### src/rtl/mem_port_arbiter.sv
// Arbitrates one single-port memory between the fetch and data-memory ports (IDLE/BUSY/DONE).
// Optional round-robin grant when both ports request: define MEM_ARB_RR_EN.
module mem_port_arbiter #(
    parameter int unsigned ADDR_W  = 32,
    parameter int unsigned DATA_W  = 32,
    parameter int unsigned TIMEOUT = 16
) (
    input  logic              clk,
    input  logic              reset,
    input  logic              if_req,
    input  logic [ADDR_W-1:0] if_addr,
    output logic [DATA_W-1:0] if_rdata,
    output logic              if_valid,
    input  logic              dm_req,
    input  logic              dm_we,
    input  logic [ADDR_W-1:0] dm_addr,
    input  logic [DATA_W-1:0] dm_wdata,
    input  logic [2:0]        dm_funct3,
    output logic [DATA_W-1:0] dm_rdata,
    output logic              dm_valid,
    output logic              mem_req,
    output logic              mem_we,
    output logic [ADDR_W-1:0] mem_addr,
    output logic [DATA_W-1:0] mem_wdata,
    output logic [2:0]        mem_funct3,
    input  logic [DATA_W-1:0] mem_rdata,
    input  logic              mem_ready,
    output logic              stall_if,
    output logic              stall_mem,
    output logic              err
);

    localparam int unsigned CNT_W   = (TIMEOUT > 0) ? $clog2(TIMEOUT + 1) : 1;
    localparam int unsigned TO_LAST = (TIMEOUT > 0) ? TIMEOUT - 1 : 0;
    localparam logic [2:0]  FETCH_FUNCT3 = 3'b010;

    localparam logic [1:0] S_IDLE = 2'd0;
    localparam logic [1:0] S_BUSY = 2'd1;
    localparam logic [1:0] S_DONE = 2'd2;

    logic [1:0]        state;
    logic [1:0]        state_nx;
    logic              owner_dm;
    logic              grant_dm;
    logic              any_req;
    logic              timeout_hit;
    logic              finish;
    logic [ADDR_W-1:0] addr_q;
    logic              we_q;
    logic [DATA_W-1:0] wdata_q;
    logic [2:0]        funct3_q;
    logic [CNT_W-1:0]  cnt;
    logic [DATA_W-1:0] cap_data;

    assign any_req = if_req | dm_req;

`ifdef MEM_ARB_RR_EN
    // last_owner: 1 = data port, 0 = fetch; on contention the other port wins
    logic last_owner;

    assign grant_dm = dm_req & (~if_req | ~last_owner);

    always_ff @(posedge clk) begin
        if (reset) begin
            last_owner <= 1'b0;
        end else if (state == S_IDLE && any_req) begin
            last_owner <= grant_dm;
        end
    end
`else
    assign grant_dm = dm_req;
`endif

    assign timeout_hit = (TIMEOUT != 0) && (cnt == CNT_W'(TO_LAST)) && !mem_ready;
    assign finish      = mem_ready | timeout_hit;
    assign cap_data    = mem_ready ? mem_rdata : '0;

    always_ff @(posedge clk) begin
        if (reset) begin
            state <= S_IDLE;
        end else begin
            state <= state_nx;
        end
    end

    always_comb begin
        state_nx = state;
        case (state)
            S_IDLE:  if (any_req) state_nx = S_BUSY;
            S_BUSY:  if (finish)  state_nx = S_DONE;
            S_DONE:  state_nx = S_IDLE;
            default: state_nx = S_IDLE;
        endcase
    end

    // Request latch, timeout counter and completion registers
    always_ff @(posedge clk) begin
        if (reset) begin
            owner_dm <= 1'b0;
            addr_q   <= '0;
            we_q     <= 1'b0;
            wdata_q  <= '0;
            funct3_q <= 3'b000;
            cnt      <= '0;
            if_rdata <= '0;
            dm_rdata <= '0;
            if_valid <= 1'b0;
            dm_valid <= 1'b0;
            err      <= 1'b0;
        end else begin
            if_valid <= 1'b0;
            dm_valid <= 1'b0;
            err      <= 1'b0;
            case (state)
                S_IDLE: begin
                    if (any_req) begin
                        owner_dm <= grant_dm;
                        addr_q   <= grant_dm ? dm_addr : if_addr;
                        we_q     <= grant_dm & dm_we;
                        wdata_q  <= dm_wdata;
                        funct3_q <= grant_dm ? dm_funct3 : FETCH_FUNCT3;
                        cnt      <= '0;
                    end
                end
                S_BUSY: begin
                    if (finish) begin
                        err <= timeout_hit;
                        if (owner_dm) begin
                            dm_valid <= 1'b1;
                            dm_rdata <= cap_data;
                        end else begin
                            if_valid <= 1'b1;
                            if_rdata <= cap_data;
                        end
                    end else begin
                        cnt <= cnt + CNT_W'(1);
                    end
                end
                default: ;
            endcase
        end
    end

    assign mem_req    = (state == S_BUSY);
    assign mem_we     = mem_req & we_q;
    assign mem_addr   = addr_q;
    assign mem_wdata  = wdata_q;
    assign mem_funct3 = funct3_q;

    assign stall_if  = if_req & ~if_valid;
    assign stall_mem = dm_req & ~dm_valid;

endmodule

### config.mk
export PLATFORM = sky130hd
export DESIGN_NAME = mem_port_arbiter
export DESIGN_NICKNAME = d
export VERILOG_FILES = /design/src/rtl/mem_port_arbiter.sv
export SDC_FILE = /design/constraint.sdc
export NUM_CORES = 1
export LEC_CHECK = 0
export CAP_MARGIN = 20
export CORE_AREA = 2 2 108 110
export CTS_CLUSTER_DIAMETER = 80
export DETAILED_ROUTE_END_ITERATION = 8
export DIE_AREA = 0 0 110 112
export DONT_BUFFER_PORTS = 1
export PLACE_DENSITY = 0.76
export SYNTH_ARGS = -nofsm -noshare
export SYNTH_HDL_FRONTEND = slang
export SYNTH_SLANG_ARGS = --single-unit
### constraint.sdc
create_clock -name clk -period 3.44 [get_ports clk]
set_input_delay 0.688 -clock clk [delete_from_list [all_inputs] [get_ports clk]]
set_output_delay 0.688 -clock clk [all_outputs]
set_load 0.005 [all_outputs]
* Word-level counts from Yosys, hierarchy flattened
Cells that the tools add are included.
** Word-level totals
- Word-level logic and storage cells :: 50
- Output and inout bits :: 138
- Register bits :: 143
- Bits of input ports :: 137
** Cells by class
- Reductions and logical operators :: 10
- Multiplexer cells :: 11
- Add/sub/neg operators :: 1
- Bitwise operators :: 11
- Equality and inequality tests :: 5
** Operator list (count)
- 2-to-1 mux 32 bit :: 2
- 2-to-1 mux 5 bit :: 2
- one-hot mux 5 bit (2 select lines) :: 1
- AND reduction 3 bit :: 3
- adder 5 x 1 -> 5 bit, second input constant :: 1
- == test 5 x 4 -> 1 bit, second input constant :: 1
- inverter 1 bit :: 5
- bitwise AND 1 bit :: 4
- 2-to-1 mux 2 bit :: 2
- inequality test 2 bit, second input constant :: 2
- one-hot mux 2 bit (2 select lines) :: 1
- AND reduction 2 bit :: 2
- 2-to-1 mux 3 bit :: 1
- OR reduction 3 bit :: 1
- == test 2 x 1 -> 1 bit, second input constant :: 1
- logical NOT 2 bit :: 1
- 2-to-1 mux 1 bit :: 2
- inequality test 2 x 1 -> 1 bit, second input constant :: 1
- bitwise OR 1 bit :: 2
- nonzero test 2 bit :: 1
- logical AND 1 bit :: 1
- logical NOT 1 bit :: 1

* Logic depth before layout (Yosys ltp)
- Depth after elaboration :: 5
- Gate-level depth with buffers :: 8
- Depth with buffers taken out :: 6

* Worst setup path after synthesis
OpenSTA, ideal clock, no wires.
- Kind :: input to output
- From :: input port dm_req
- To :: output port stall_mem
- Path buffers :: 2
- Slack :: 1.252 ns
- Data required time :: 2.752 ns
- Arrival :: 1.500 ns
- Cell stages on the path :: 3
- Path through :: buf_2 > buf_1 > nor2b_1
** On the way
- Longest elaborated chain between the ends :: 1
** Ends and longest elaborated chain
- start: declaration :: line 14 : input logic dm_req,
- bitwise AND 1 bit :: line 151 : assign stall_mem = dm_req & ~dm_valid;
- end: declaration :: line 29 : output logic stall_mem,
Every way passes these cells.

* Final worst setup path
- From :: register cnt[0]
- To :: register dm_rdata[10]
** On the way
- Longest elaborated chain between the ends :: 4
** Ends and longest elaborated chain
- start: declaration :: line 52 : logic [CNT_W-1:0] cnt;
- start signal: assignment :: line 136 : cnt <= cnt + CNT_W'(1);
- == test 5 x 4 -> 1 bit :: line 74 : assign timeout_hit = (TIMEOUT != 0) && (cnt == CNT_W'(TO_LAST)) && !mem_ready;
- logical AND 1 bit :: line 74
- bitwise OR 1 bit :: line 75 : assign finish = mem_ready | timeout_hit;
- AND reduction 3 bit (no source line)
- end signal: assignment :: line 130 : dm_rdata <= cap_data;
- end: declaration :: line 19 : output logic [DATA_W-1:0] dm_rdata,
Every way passes these cells.
A chain may end at the register's enable or synchronous reset.

==> metrics.cfg <==
[clock_tree]
clock-root-buffer=clkbuf_16
clockBufferDepth=2
clk_pin_slew_ns=0.06
insertion_delay_ns=0.41
post_cts_resized=0
cts_tree=built
cts-hold-fix-buffers=0
cts_buffers=17
post_cts_buffers=0
h-tree-depth=4
clock_sinks=143

[global_route]
grt_pass1_wl_mm=23.9
met3_usage_pct=9.54
grt_most_used_layer=met2
grt_use_met2_pct=39.3
antenna_found_initial=0
met1_usage_pct=29.2
grt-ovfl-total=0
grt_pass1_vias=4642
grt.total_usage_pct=24.9
grt_max_degree=106

[final_layout]
fin_cells=736
areaGrowthSynthToFinish_pct=11.3
seq_area_sq_um=2860
mostFrequentLayoutCell=dfxtp_1
design_area_sq_um=6500
fin_nets=720
nFillCells=937
multi_input_area_sq_um=2690
final_cell_mix=143 x dfxtp_1, 67 x a21oi_1, 64 x mux2i_1
n_antenna_cell=0
final_util_pct=58.2
layout-drive-gt1-share_pct=9.11

[place]
gp_congestion=0.792
postPlaceCellArea_sq_um=5850
place_inst=703
port_buffers=0
pre_cts_slack_ns=1.03
place_hpwl_mm=10.5

[floorplanning]
core_sq_um=11200
io_pins=275
die_area_sq_um=12300
die_w_um=110
initial_core_util_pct=52.3
die_h_um=112
rows=39

[synth]
synthArstFlopShare_pct=0
synth_cells=619
synth_edf_count=0
ys_ff_latch=143
syn-cell-area_sq_um=5840
syn_nets=758
synth_area_per_cell_sq_um=9.44
yosysUniqueCellTypes=39
ys.flop_type=dfxtp_1
yosys_warnings=0
ys_seq_area_share_pct=49.0

[sta]
setup_viol=0
hold_violations=0
finalSetupTns_ns=0
worstMarginPinSlew_ns=0.674
rsz0062_at_grt=false
whs_ns=0.368
fin_ws_ns=1.20
fmax_mhz=446
slew_headroom_pct=55.0
post-route-period-util_pct=65.1
period_needed_ns=2.24
skew_ns=0.00827
finalMaxSlewViolations=0

[detailed_routing]
vias=4778
via_per_inst=6.49
wl_per_cell_um=21.0
drt_wl_total_mm=15.5
drt-initial-drc-count=392
first_pass_iters=6
drc_errors=0
ant_nets=0

[job]
cap_violations=0

[power_and_ir_drop]
p_total_mw=4.03
peakVddDrop_uv=440
power.density_nw_per_um2=619
p_leak_nw=2.56

[status]
status=complete, no violations

[critical_path]
arrival_ns=2.58
critPathMaxFanout=27
endpoint_kind=register
crit_type=reg2reg
timing.critical_path.from_type=register
worstPathRequired_ns=3.78

[worst_hold_path]
min_path_type=in2reg

sequential cells by signal, summed over array words and instances (netlist names), 2 cells and up:
register    flops
if_rdata       32
dm_rdata       32
mem_funct3      3
state           2
mem_wdata      32
mem_addr       32
cnt             5
cells in the mapped netlist, types with 3 or more instances:
master	n	area, sq um
a211oi_1	32	240
a21oi_1	67	335
a22o_1	3	26.3
a31o_1	29	254
a31o_2	3	26.3
buf_1	9	33.8
buf_2	10	50.1
clkbuf_1	51	191
dfxtp_1	143	2860
inv_1	3	11.3
mux2i_1	64	641
nand2_1	35	131
nand3_1	33	165
nand3b_1	33	248
nor2_1	8	30.0
nor4_1	32	200
o21ai_0	36	180
or3_1	3	18.8
worst max-delay path, stage by stage, from the launching register on:
cell,delay [ns]
dfxtp_1,0.34
ha_1,0.23
and3_1,0.19
ha_1,0.23
nor2_1,0.20
nand3b_1,0.44
buf_12,0.28
mux2i_1,0.23
area by class of cell:
cell class,instances,share of cell area [%]
Clock buffer,21,7.23
Clock inverter,10,2.10
Inverter,4,0.231
Multi-Input combinational cell,401,41.4
Sequential cell,143,44.0
Tap cell,143,2.75
Timing Repair Buffer,14,2.23
worst paths after layout:
path | depth (start not counted) | slack, ns | from | endpoint
worst max-delay path | 7 | 1.20 | cnt[0] | dm_rdata[10]
worst min-delay path | 1 | 0.37 | mem_ready | err
worst max register to register | 7 | 1.20 | cnt[0] | dm_rdata[10]
worst min register to register | 2 | 0.48 | dm_rdata[26] | dm_rdata[26]
where the power goes:
group / switching [mW] / internal, mW / total, mW
combinational: 0.199 / 0.131 / 0.330
clock: 0.677 / 1.19 / 1.87
sequential: 0.0782 / 1.75 / 1.83
layer usage:
layer / up-vias / share of wire (%)
met5: - / 0
met2: 219 / 50
li1: 2218 / -
met4: 0 / 2.3
met1: 2314 / 39
met3: 27 / 9.2
kinds of logic (layout without fill, tap and decap cells):
family / Yosys count / after routing / synth area share, %
mux: 64 / 64 / 11.0
compound gates: 178 / 178 / 19.3
flops: 143 / 143 / 49.0
simple gates: 157 / 157 / 15.1
buf+inv: 75 / 49 / 5.16
fa+ha+maj: 2 / 2 / 0.428
(Power assumes the default switching activity.)
